--- config.mk ---
export PLATFORM = sky130hd
export DESIGN_NAME = c_readout
export DESIGN_NICKNAME = d
export VERILOG_FILES = /design/src/rtl/mm_pkg.sv /design/src/rtl/c_skid_fifo.sv /design/src/rtl/c_readout.sv
export SDC_FILE = /design/constraint.sdc
export NUM_CORES = 1
export LEC_CHECK = 0
export ABC_CLOCK_PERIOD_IN_PS = 5300
export CAP_MARGIN = 25
export CORE_ASPECT_RATIO = 0.5
export CORE_MARGIN = 2
export CORE_UTILIZATION = 35
export CTS_CLUSTER_DIAMETER = 60
export DETAILED_ROUTE_END_ITERATION = 16
export GPL_TIMING_DRIVEN = 0
export PLACE_DENSITY_LB_ADDON = 0.15
export REMOVE_ABC_BUFFERS = 1
export SETUP_SLACK_MARGIN = 0.3
export SLEW_MARGIN = 20
export SYNTH_ARGS = -nofsm -noshare
export SYNTH_HDL_FRONTEND = slang
export SYNTH_SLANG_ARGS = --single-unit
export TNS_END_PERCENT = 20
--- constraint.sdc ---
create_clock -name clock -period 5.3 [get_ports clock]
set_input_delay 1.325 -clock clock [delete_from_list [all_inputs] [get_ports clock]]
set_output_delay 1.325 -clock clock [all_outputs]
set_load 0.02 [all_outputs]
--- src/rtl/mm_pkg.sv ---
// Shared dimensions and the readout state encoding for the matrix-multiply result path.
package mm_pkg;
   localparam int DIM    = 16;
   localparam int ADDR_W = 8;
   localparam int DATA_W = 32;
   localparam int IDX_W  = ADDR_W / 2;

   typedef enum logic [1:0] {
      ST_IDLE,
      ST_READ,
      ST_DRAIN
   } rd_state_t;

   // Width of one buffered word: data plus row, column and last tag.
   function automatic int tag_word_w(input int data_w, input int idx_w);
      return data_w + 2 * idx_w + 1;
   endfunction
endpackage

--- src/rtl/c_skid_fifo.sv ---
// Small shift-style FIFO: entry 0 is always the head, so the output is a plain register.
module c_skid_fifo #(
   parameter int WIDTH = 41,
   parameter int DEPTH = 2,
   localparam int CNT_W = $clog2(DEPTH + 1)
) (
   input  logic             clock,
   input  logic             reset,
   input  logic             push,
   input  logic [WIDTH-1:0] push_data,
   input  logic             pop,
   output logic [WIDTH-1:0] pop_data,
   output logic             full,
   output logic             empty,
   output logic [CNT_W-1:0] count
);
   logic [WIDTH-1:0] mem_reg  [DEPTH];
   logic [WIDTH-1:0] mem_next [DEPTH];
   logic [CNT_W-1:0] count_reg;
   logic [CNT_W-1:0] wr_idx;
   logic             do_pop;
   logic             do_push;

   assign empty    = (count_reg == '0);
   assign full     = (count_reg == CNT_W'(DEPTH));
   assign count    = count_reg;
   assign pop_data = mem_reg[0];
   assign do_pop   = pop && !empty;
   assign do_push  = push && (!full || do_pop);
   // A simultaneous pop shifts everything down, so the write slot moves down too.
   assign wr_idx   = do_pop ? (count_reg - CNT_W'(1)) : count_reg;

   genvar gi;
   generate
      for (gi = 0; gi < DEPTH; gi++) begin : g_entry
         logic [WIDTH-1:0] above;
         if (gi < DEPTH - 1) begin : g_mid
            assign above = mem_reg[gi+1];
         end else begin : g_top
            assign above = mem_reg[gi];
         end
         assign mem_next[gi] = (do_push && (wr_idx == CNT_W'(gi))) ? push_data :
                               (do_pop ? above : mem_reg[gi]);
      end
   endgenerate

   always_ff @(posedge clock) begin
      if (reset) begin
         count_reg <= '0;
         for (int i = 0; i < DEPTH; i++) begin
            mem_reg[i] <= '0;
         end
      end else begin
         count_reg <= count_reg + CNT_W'(do_push) - CNT_W'(do_pop);
         for (int i = 0; i < DEPTH; i++) begin
            mem_reg[i] <= mem_next[i];
         end
      end
   end
endmodule

--- src/rtl/c_readout.sv ---
// Drains result matrix C from bram_c port B and streams it out with row/col/last tags.
module c_readout #(
   parameter int DIM    = mm_pkg::DIM,
   parameter int ADDR_W = mm_pkg::ADDR_W,
   parameter int DATA_W = mm_pkg::DATA_W
) (
   input  logic                clock,
   input  logic                reset,
   input  logic                start,
   input  logic                col_major,
   output logic                busy,
   output logic                done,
   output logic [ADDR_W-1:0]   c_address,
   output logic                c_wren,
   output logic [DATA_W-1:0]   c_data,
   input  logic [DATA_W-1:0]   c_q,
   output logic                out_valid,
   input  logic                out_ready,
   output logic [DATA_W-1:0]   out_data,
   output logic [ADDR_W/2-1:0] out_row,
   output logic [ADDR_W/2-1:0] out_col,
   output logic                out_last
);
   import mm_pkg::*;

   localparam int IXW = ADDR_W / 2;
   localparam int FW  = tag_word_w(DATA_W, IXW);
   localparam logic [IXW-1:0] LAST_IDX = IXW'(DIM - 1);

   rd_state_t      state_reg;
   logic           col_major_reg;
   logic [IXW-1:0] outer_reg;
   logic [IXW-1:0] inner_reg;
   logic           inflight_reg;
   logic [IXW-1:0] infl_row_reg;
   logic [IXW-1:0] infl_col_reg;
   logic           infl_last_reg;
   logic           busy_reg;
   logic           done_reg;
   logic [ADDR_W-1:0] addr_reg;

   logic [IXW-1:0] cur_row, cur_col, nxt_row, nxt_col;
   logic [IXW-1:0] outer_next, inner_next;
   logic           cur_last;
   logic [ADDR_W-1:0] next_addr;
   logic [2:0]     pending;
   logic           issue;
   logic           drained;

   logic           fifo_push, fifo_pop, fifo_full, fifo_empty;
   logic [1:0]     fifo_count;
   logic [FW-1:0]  fifo_din, fifo_dout;

   // c_address always holds the word the counters point at; the BRAM samples it every
   // edge, and an edge on which issue is high is the one that counts as a read.
   always_comb begin
      cur_row    = col_major_reg ? inner_reg : outer_reg;
      cur_col    = col_major_reg ? outer_reg : inner_reg;
      cur_last   = (outer_reg == LAST_IDX) && (inner_reg == LAST_IDX);
      inner_next = (inner_reg == LAST_IDX) ? '0 : inner_reg + IXW'(1);
      outer_next = (inner_reg == LAST_IDX) ? outer_reg + IXW'(1) : outer_reg;
      nxt_row    = col_major_reg ? inner_next : outer_next;
      nxt_col    = col_major_reg ? outer_next : inner_next;
      next_addr  = ADDR_W'(nxt_row) * ADDR_W'(DIM) + ADDR_W'(nxt_col);
   end

   assign fifo_pop  = !fifo_empty && out_ready;
   assign fifo_push = inflight_reg;
   // Words owed to the FIFO after this edge; counting the current pop avoids a bubble.
   assign pending   = 3'(fifo_count) + 3'(inflight_reg) - 3'(fifo_pop);
   assign issue     = (state_reg == ST_READ) && (pending < 3'd2) && !(fifo_full && !fifo_pop);
   assign drained   = !inflight_reg && (pending == 3'd0);
   assign fifo_din  = {infl_last_reg, infl_row_reg, infl_col_reg, c_q};

   always_ff @(posedge clock) begin
      if (reset) begin
         state_reg     <= ST_IDLE;
         col_major_reg <= 1'b0;
         outer_reg     <= '0;
         inner_reg     <= '0;
         inflight_reg  <= 1'b0;
         infl_row_reg  <= '0;
         infl_col_reg  <= '0;
         infl_last_reg <= 1'b0;
         busy_reg      <= 1'b0;
         done_reg      <= 1'b0;
         addr_reg      <= '0;
      end else begin
         done_reg     <= 1'b0;
         inflight_reg <= issue;
         if (issue) begin
            infl_row_reg  <= cur_row;
            infl_col_reg  <= cur_col;
            infl_last_reg <= cur_last;
         end
         case (state_reg)
            ST_IDLE: begin
               if (start) begin
                  col_major_reg <= col_major;
                  outer_reg     <= '0;
                  inner_reg     <= '0;
                  addr_reg      <= '0;
                  busy_reg      <= 1'b1;
                  state_reg     <= ST_READ;
               end
            end
            ST_READ: begin
               if (issue) begin
                  if (cur_last) begin
                     state_reg <= ST_DRAIN;
                  end else begin
                     outer_reg <= outer_next;
                     inner_reg <= inner_next;
                     addr_reg  <= next_addr;
                  end
               end
            end
            ST_DRAIN: begin
               if (drained) begin
                  done_reg  <= 1'b1;
                  busy_reg  <= 1'b0;
                  state_reg <= ST_IDLE;
               end
            end
            default: state_reg <= ST_IDLE;
         endcase
      end
   end

   c_skid_fifo #(
      .WIDTH (FW),
      .DEPTH (2)
   ) u_fifo (
      .clock     (clock),
      .reset     (reset),
      .push      (fifo_push),
      .push_data (fifo_din),
      .pop       (fifo_pop),
      .pop_data  (fifo_dout),
      .full      (fifo_full),
      .empty     (fifo_empty),
      .count     (fifo_count)
   );

   assign busy      = busy_reg;
   assign done      = done_reg;
   assign c_address = addr_reg;
   assign c_wren    = 1'b0;
   assign c_data    = '0;
   assign out_valid = !fifo_empty;
   assign {out_last, out_row, out_col, out_data} = fifo_dout;
endmodule

# After elaboration in Yosys (flattened, before gate mapping)
# Memory sizes are Yosys's and may differ from the RTL's.
# Cells that the tools add are included.
[op_classes] order_cmp=1 mux=35 bitwise=3 n_addsub=8 reduce_logical=27 eq_ne=11
[op_table] operator="$mux W41" count=5
[op_table] operator="$mux W4" count=11
[op_table] operator="$mux W8" count=3
[op_table] operator="$pmux W4 S2" count=2
[op_table] operator="$pmux W8 S2" count=1
[op_table] operator="$logic_and A1 B1 Y1" count=10
[op_table] operator="$mux W2" count=5
[op_table] operator="$ne A2 B2 Y1 const B" count=5
[op_table] operator="$add A4 B1 Y4 const B" count=2
[op_table] operator="$add A8 B4 Y8" count=1
[op_table] operator="$eq A4 B4 Y1 const B" count=2
[op_table] operator="$reduce_and A4 Y1" count=2
[op_table] operator="$logic_not A2 Y1" count=3
[op_table] operator="$mux W1" count=6
[op_table] operator="$pmux W2 S3" count=1
[op_table] operator="$logic_not A1 Y1" count=5
[op_table] operator="$eq A2 B1 Y1 const B" count=2
[op_table] operator="$eq A2 B2 Y1 const B" count=2
[op_table] operator="$reduce_bool A2 Y1" count=2
[op_table] operator="$add A2 B1 Y3" count=1
[op_table] operator="$logic_not A3 Y1" count=1
[op_table] operator="$lt A3 B2 Y1 const B" count=1
[op_table] operator="$reduce_and A3 Y1" count=1
[op_table] operator="$sub A3 B1 Y3" count=1
[op_table] operator="9 further kinds" count=10
[totals] input_bits=37 ramBits=82 word_cells=98 out_inout_bits=85 memories=1 ff_bits=33
[memory_table] name="u_fifo.mem_reg" words=2 width=41 read_ports=2 rd_ports_with_merged_regs=0 write_ports=2 line="c_skid_fifo.sv:17" text="logic [WIDTH-1:0] mem_reg [DEPTH];"

# Longest topological paths before layout
# Gate-level depths: netlist of run 1.
[depth] ltp_word=9 ltp_mapped=17 ltp_nobuf=13

# Modules after synthesis
# A second synthesis of run 1 with hierarchy kept.
[unflattened] hier_cells=607 hier_area_um2=5562.8
[by_module_without_submodules] mod="c_skid_fifo" seq_area_each_um2=1681.6 area_per_inst_um2=3601.0 instances=1 cells_each=381
[by_module_without_submodules] mod="c_readout" seq_area_each_um2=620.6 area_per_inst_um2=1961.9 instances=1 cells_each=226

# Least setup slack after synthesis of run 1
# No wires, ideal clock.
[synth_path] path_kind="in2reg" start="in out_ready" end="reg infl_row_reg[2]" path_buffers=4 path_slack_ns=0.982 t_arrival_ns=4.233 path_stages=15 setup_time_ns=0.086 cell_sequence="nand2b_1 buf_2 clkinv_1 clkbuf_1 ha_1 inv_1 ha_1 fa_1 xnor2_1 a2111oi_4 nor2b_1 buf_4 buf_4 nor2_1 a211oi_1"
[synth_via] elab_chain_len=5 elab_cells_between_ends=8 cone_classes="1 x add/sub; 1 x order compare; 6 x reduce/logical"
[synth_lines] item="start, declared" line="c_readout.sv:18" text="input logic out_ready,"
[synth_lines] item="$logic_and A1 B1 Y1 *" line="c_readout.sv:67" text="assign fifo_pop = !fifo_empty && out_ready;"
[synth_lines] item="$sub A3 B1 Y3 / $logic_not A1 Y1 (equally long branches)" line="c_readout.sv:70, c_readout.sv:71"
[synth_lines] item="$lt A3 B2 Y1 / $logic_and A1 B1 Y1 (equally long branches)" line="c_readout.sv:71" text="assign issue = (state_reg == ST_READ) && (pending < 3'd2) && !(fifo_full && !fifo_pop);"
[synth_lines] item="$logic_and A1 B1 Y1 / $logic_not A1 Y1 (equally long branches)" line="c_readout.sv:71"
[synth_lines] item="$logic_and A1 B1 Y1 *" line="c_readout.sv:71"
[synth_lines] item="end signal, assigned" line="c_readout.sv:92" text="infl_row_reg <= cur_row;"
[synth_lines] item="end, declared" line="c_readout.sv:35" text="logic [IXW-1:0] infl_row_reg;"
# Every way passes the cells marked *; elsewhere a longest branch is shown, timed or not.
# A chain may end at the register's enable or synchronous reset.

# Worst setup path after layout of run 1
[layout_path] start="in out_ready" end="reg outer_reg[0]"
[layout_via] elab_chain_len=7 elab_cells_between_ends=10 cone_classes="1 x add/sub; 1 x order compare; 1 x eq/ne; 7 x reduce/logical"
[layout_lines] item="$logic_and A1 B1 Y1 *" line="c_readout.sv:67"
[layout_lines] item="$sub A3 B1 Y3 / $logic_not A1 Y1 (equally long branches)" line="c_readout.sv:70, c_readout.sv:71"
[layout_lines] item="$lt A3 B2 Y1 / $logic_and A1 B1 Y1 (equally long branches)" line="c_readout.sv:71"
[layout_lines] item="$logic_and A1 B1 Y1 / $logic_not A1 Y1 (equally long branches)" line="c_readout.sv:71"
[layout_lines] item="$logic_and A1 B1 Y1 *" line="c_readout.sv:71"
[layout_lines] item="$ne A2 B2 Y1 (no source line) *"
[layout_lines] item="$reduce_and A4 Y1 (no source line) *"
[layout_lines] item="end signal, assigned" line="c_readout.sv:112" text="outer_reg <= outer_next;"
[layout_lines] item="end, declared" line="c_readout.sv:32" text="logic [IXW-1:0] outer_reg;"
# Marks and branches as above.

==> impl_metrics.py, run 1 <==
metrics = {
    "floorplan": {
        "io_pins": 122,
        "start_util_pct": 35.8,
        "die_width_um": 176,
        "die-area_um2": 15800,
        "core-area_um2": 14500,
        "die_h_um": 90.0,
        "row_count": 31,
    },
    "critical_path": {
        "critPathRequiredTime_ps": 5580,
        "start_kind": "input pin",
        "reg2reg_depth": 13,
        "critPathKind": "in2reg",
        "r2r-start": "u_fifo.count[1]",
        "end_kind": "flop",
        "worstPathArrival_ps": 5050,
        "worstSetupStartpoint": "out_ready",
        "path_max_fanout": 42,
    },
    "cells_and_area": {
        "n_antenna_cell": 0,
        "area_delta_synth_final_pct": 31.6,
        "drive_above_1_share_pct": 8.28,
        "multi_input_area_um2": 2550,
        "nFillCells": 1390,
        "largest_register_ffs": 82,
        "layout.nets": 709,
        "ff_latch_area_um2": 2300,
        "fin_area_um2": 6820,
        "stdcell_count": 874,
    },
    "cts": {
        "cts_tree": "done",
        "cts.clk_slew.worst_paths_ps": 60,
        "clockBufferDepth": 2,
        "cts_hold_buf": 0,
        "cts_buffers": 17,
        "root_buffer": "clkbuf_16",
        "clock-sinks": 115,
        "htreeDepth": 4,
        "clk_latency_ps": 400,
    },
    "grt": {
        "grt_pass1_wl_mm": 20.1,
        "grt-ovfl-total": 0,
        "grt_max_degree": 62,
        "track_usage_pct": 15.8,
        "grt_pass1_vias": 3906,
        "antenna_found_initial": 0,
    },
    "yosys": {
        "ys.warnings.count": 0,
        "yosysMostFrequentCell": "dfxtp_1",
        "seq_area_frac_synth_pct": 44.4,
        "synth_common_cells": "dfxtp_1 (115), nor2_1 (100), nand2_1 (91)",
        "avgSynthCellArea_um2": 8.81,
        "synthArstFlopShare_pct": 0,
        "synth.ff_latch_count": 115,
        "synth_area_leader_cell": "dfxtp_1",
        "syn_inst": 588,
        "synth_top_area_share_pct": 44.4,
        "synth_edf_count": 0,
        "synth.distinct_cells": 43,
        "ys.flop_type": "dfxtp_1",
        "synthTopCellsByArea": "dfxtp_1 (44%), mux2i_1 (10%), nor2_1 (7.2%)",
        "syn_area_um2": 5180,
    },
    "sta": {
        "hold_violations": 0,
        "report.final.slew_viol_count": 0,
        "max_freq_mhz": 210,
        "fin_crit_sh_pct": 90.0,
        "finalSetupViolations": 0,
        "tns_ps": 0,
        "worst_slack_ps": 532,
        "slew_headroom_pct": 47.8,
        "post-route-min-period_ps": 4770,
        "rsz0062_at_grt": "true",
        "clock_skew_ps": 7.38,
        "tightest_slew_ps": 782,
    },
    "placement": {
        "io_buffers": 88,
        "dp_worst_setup_slack_ps": -1230,
        "placed_area_um2": 6100,
        "dp_hpwl_mm": 7.44,
        "dp.cells": 839,
        "gp_congestion": 0.789,
    },
    "outcome": {
        "outcome": "complete, no violations",
    },
    "hold_path": {
        "holdPathStages": 2,
        "hold_start": "u_fifo.mem_reg[0][62]",
        "holdCritPathClass": "reg2reg",
    },
    "detailed_routing": {
        "vias": 4155,
        "wirelength_mm": 12.0,
        "routed_via_density": 4.75,
        "drtPass1Iterations": 7,
        "wl_per_cell_um": 13.8,
        "drt_iter0_drc": 179,
        "postRouteAntennaNets": 0,
        "drc": 0,
    },
    "pwr": {
        "ir_drop_v": 0.000236,
        "power_mw": 3.25,
        "p_leak_nw": 2.44,
        "powerDensity_nw_per_um2": 477,
    },
    "job": {
        "maxCapViolCount": 0,
    },
}
## layout by cell type (no fill, tap or decap), types with 12 or more instances in the layout
master           count
dfxtp_1            115
clkbuf_16           17
a311oi_1            41
clkdlybuf4s50_1     87
a21oi_1             14
nor2_1             100
a211oi_1            12
nand2_1             91
conb_1              33
mux2i_1             52
## power by group
group          switching (mW)  internal [mW]  total, mW
registers              0.0954           1.02       1.12
clock network           0.414          0.846       1.26
logic                   0.490          0.386      0.876
## worst max-delay path: stages
cell and delay [ps]:
clkdlybuf4s50_1 580, nand2b_4 350, clkinv_8 250, ha_1 400, inv_1 80, ha_1 200
fa_1 400, xnor2_1 230, a2111oi_4 510, a21oi_1 320, a21oi_1 280, o32ai_2 110
## worst paths after layout
| kind | endpoint | slack (ps) |
|---|---|---|
| setup / recovery | outer_reg[0] | 530 |
| hold reg to reg | u_fifo.mem_reg[0][21] | 470 |
| setup reg to reg | outer_reg[0] | 1250 |
| hold / removal | u_fifo.mem_reg[0][21] | 470 |
## layer usage
layer,vias up,share of wire [%],track usage (%)
met5,-,0,0
met4,0,0.71,5.85
met3,6,3.5,3.81
met2,85,46,24.8
met1,1935,50,21.1
li1,2129,-,-
## stage by stage
step / utilization, % / hold slack, ps
6_report: 47.1 / 467
2_1_floorplan: - / 449
4_1_cts: 46.9 / 469
3_5_place_dp: 42.2 / 468
5_1_grt: 47.1 / 492
3_3_place_gp: 41.3 / 459
## area by class of cell
cell class / count / area share [%]
multi-input combinational: 420 / 37.5
sequential: 115 / 33.8
timing repair buffer: 100 / 14.9
clock buffer: 19 / 6.50
tap: 198 / 3.63
clock inverter: 13 / 3.05
inverter: 9 / 0.679
## cells by family after synthesis
family	synth area share [%]
simple gates	18.3
flops	44.4
compound gates	14.7
buf+inv	9.44
mux	10.0
fa+ha+maj	2.32
xor+xnor	0.676
other cells	0.0724
## what timing repair did
action,4_1_cts,5_1_grt
buffers inserted,0,1
endpoints found under the setup margin,26,19
pin swaps,0,0
gates cloned,1,1
hold endpoints to repair,0,0
gates resized for setup,5,0
Power figures use the tool's default switching activity.
==> run 2: changes to the inputs <==
--- a/config.mk
+++ b/config.mk
@@ -10,8 +10,9 @@
 export CORE_ASPECT_RATIO = 0.5
 export CORE_MARGIN = 2
-export CORE_UTILIZATION = 35
+export CORE_UTILIZATION = 50
 export CTS_CLUSTER_DIAMETER = 60
 export DETAILED_ROUTE_END_ITERATION = 16
 export GPL_TIMING_DRIVEN = 0
+export MAX_ROUTING_LAYER = met4
 export PLACE_DENSITY_LB_ADDON = 0.15
 export REMOVE_ABC_BUFFERS = 1
==> constraint.sdc (replaced) <==
create_clock -name clock -period 5.3 [get_ports clock]
set_input_delay 0.795 -clock clock [delete_from_list [all_inputs] [get_ports clock]]
set_output_delay 0.795 -clock clock [all_outputs]
set_load 0.02 [all_outputs]
==> run 2 against run 1 <==
Clock skew rose by 2.4 ps. Flip-flop and latch count is the same. Critical path depth did not move. Utilization up 19 points. Non-clock buffer count did not move. Clock-buffer cell count unchanged. Global-route usage grew 5.3 points. Highest routed layer unchanged.
==> impl_metrics.py, run 2 (same netlist as run 1, synthesis figures left out) <==
metrics = {
    "outcome": {
        "outcome": "complete, no violations",
    },
    "cells_and_area": {
        "fin_area_um2": 6690,
        "final_core_util_pct": 65.9,
        "largest_register_ffs": 82,
        "layout.nets": 707,
        "final_cell_mix": "dfxtp_1 (115), nor2_1 (100), nand2_1 (91)",
        "drive_above_1_share_pct": 8.01,
        "area_delta_synth_final_pct": 29.2,
        "final_common_cell": "dfxtp_1",
        "n_antenna_cell": 0,
    },
    "detailed_routing": {
        "wl_met1_mm": 5.48,
        "drtPass1Iterations": 6,
        "route.met2.wl_mm": 5.21,
        "route.met3.wl_um": 496,
        "routed_via_density": 5.14,
        "postRouteAntennaNets": 0,
        "wl_per_cell_um": 13.9,
        "drt_iter0_drc": 198,
        "drc": 0,
        "vias": 4184,
        "wirelength_mm": 11.3,
        "highest_layer": "met4",
    },
    "critical_path": {
        "cp_slowest_cell": "a211oi_2",
        "worstPathArrival_ps": 4930,
        "critPathRequiredTime_ps": 5630,
        "max_stage_delay_ps": 640,
        "reg2reg_depth": 13,
        "path_max_fanout": 42,
        "worstSetupPathDepth": 12,
        "start_kind": "input pin",
        "path_buf_inv": 3,
        "critPathKind": "in2reg",
        "end_kind": "flop",
        "crit_chain": "clkdlybuf4s50_1 -> nand2b_2 -> clkinv_4 -> ha_1 -> inv_1 -> ha_1 -> fa_1 -> xnor2_1 -> a2111oi_4 -> a211oi_2 -> o21ai_0 -> o21ai_0",
        "cp_top_family": "adder cells",
    },
    "pwr": {
        "ir_drop_v": 0.000275,
        "powerDensity_nw_per_um2": 476,
        "p_leak_nw": 2.42,
    },
    "cts": {
        "clk_latency_ps": 410,
        "cts_tree": "done",
        "post-cts-setup-buffer-count": 0,
        "cts.clk_slew.worst_paths_ps": 50,
        "cts_hold_buf": 0,
        "clockBufferDepth": 2,
        "root_buffer": "clkbuf_16",
        "htreeDepth": 4,
        "clock-sinks": 115,
        "cts_buffers": 17,
    },
    "grt": {
        "grt-ovfl-total": 0,
        "grt_pass1_vias": 3910,
        "track_usage_pct": 21.1,
        "grt_pass1_wl_mm": 18.8,
        "antenna_found_initial": 0,
        "grt_max_degree": 55,
    },
    "floorplan": {
        "die_width_um": 148,
        "io_pins": 122,
        "row_count": 26,
        "core-area_um2": 10100,
        "start_util_pct": 51.0,
        "die-area_um2": 11200,
        "die_h_um": 76.0,
    },
    "sta": {
        "hold_ws_ps": 469,
        "slew_headroom_pct": 48.3,
        "tns_ps": 0,
        "fin_crit_sh_pct": 86.8,
        "post-route-min-period_ps": 4600,
        "max_freq_mhz": 217,
        "report.final.slew_viol_count": 0,
        "clock_skew_ps": 9.83,
        "rsz0062_at_grt": "false",
        "hold_violations": 0,
        "tightest_slew_ps": 774,
        "finalSetupViolations": 0,
    },
    "placement": {
        "placed_area_um2": 6050,
        "io_buffers": 88,
        "dp_hpwl_mm": 7.22,
        "gp_congestion": 0.824,
    },
    "job": {
        "maxCapViolCount": 0,
    },
    "hold_path": {
        "holdPathStages": 2,
        "holdCritPathClass": "reg2reg",
    },
}
-- run 2: area by class of cell --
type,count,area [µm²]
clock buffer,19,443
timing repair buffer,100,1020
sequential,115,2300
fill,841,3460
clock inverter,13,184
multi-input combinational,418,2520
tap,140,175
inverter,9,38.8
-- run 2: where the power goes --
group          internal, mW  switching (mW)
registers              1.02          0.0999
clock network         0.798           0.409
logic                 0.379           0.478
-- run 2: worst paths after layout --
path	start	endpoint	slack, ps
hold / removal	u_fifo.mem_reg[0][68]	u_fifo.mem_reg[0][27]	470
setup reg to reg	u_fifo.count[1]	outer_reg[2]	820
hold reg to reg	u_fifo.mem_reg[0][68]	u_fifo.mem_reg[0][27]	470
setup / recovery	out_ready	outer_reg[2]	700
-- run 2: per-stage QoR --
step / std cells / setup slack (ps) / power (mW)
floorplan: 542 / -2940 / 1.62
global placement: 770 / -6890 / 1.96
detailed placement: 782 / -579 / 1.99
CTS: 814 / 471 / 3.21
global route: 814 / 314 / 3.34
finish: 814 / 701 / 3.18
-- run 2: tightest hold or removal path, stage by stage (launching register included) --
cell and delay [ps]:
dfxtp_1 300, nand2_1 50, a311oi_1 70
-- run 2: layer usage --
layer	track usage (%)	up-vias
li1	-	2113
met1	26.3	1951
met2	34.2	109
met3	4.55	11
met4	7.62	0
met5	-	-
-- run 2: repair_timing --
action	in CTS	in global routing
endpoints found under the setup margin	10	10
pin swaps	0	0
resized for setup	2	1
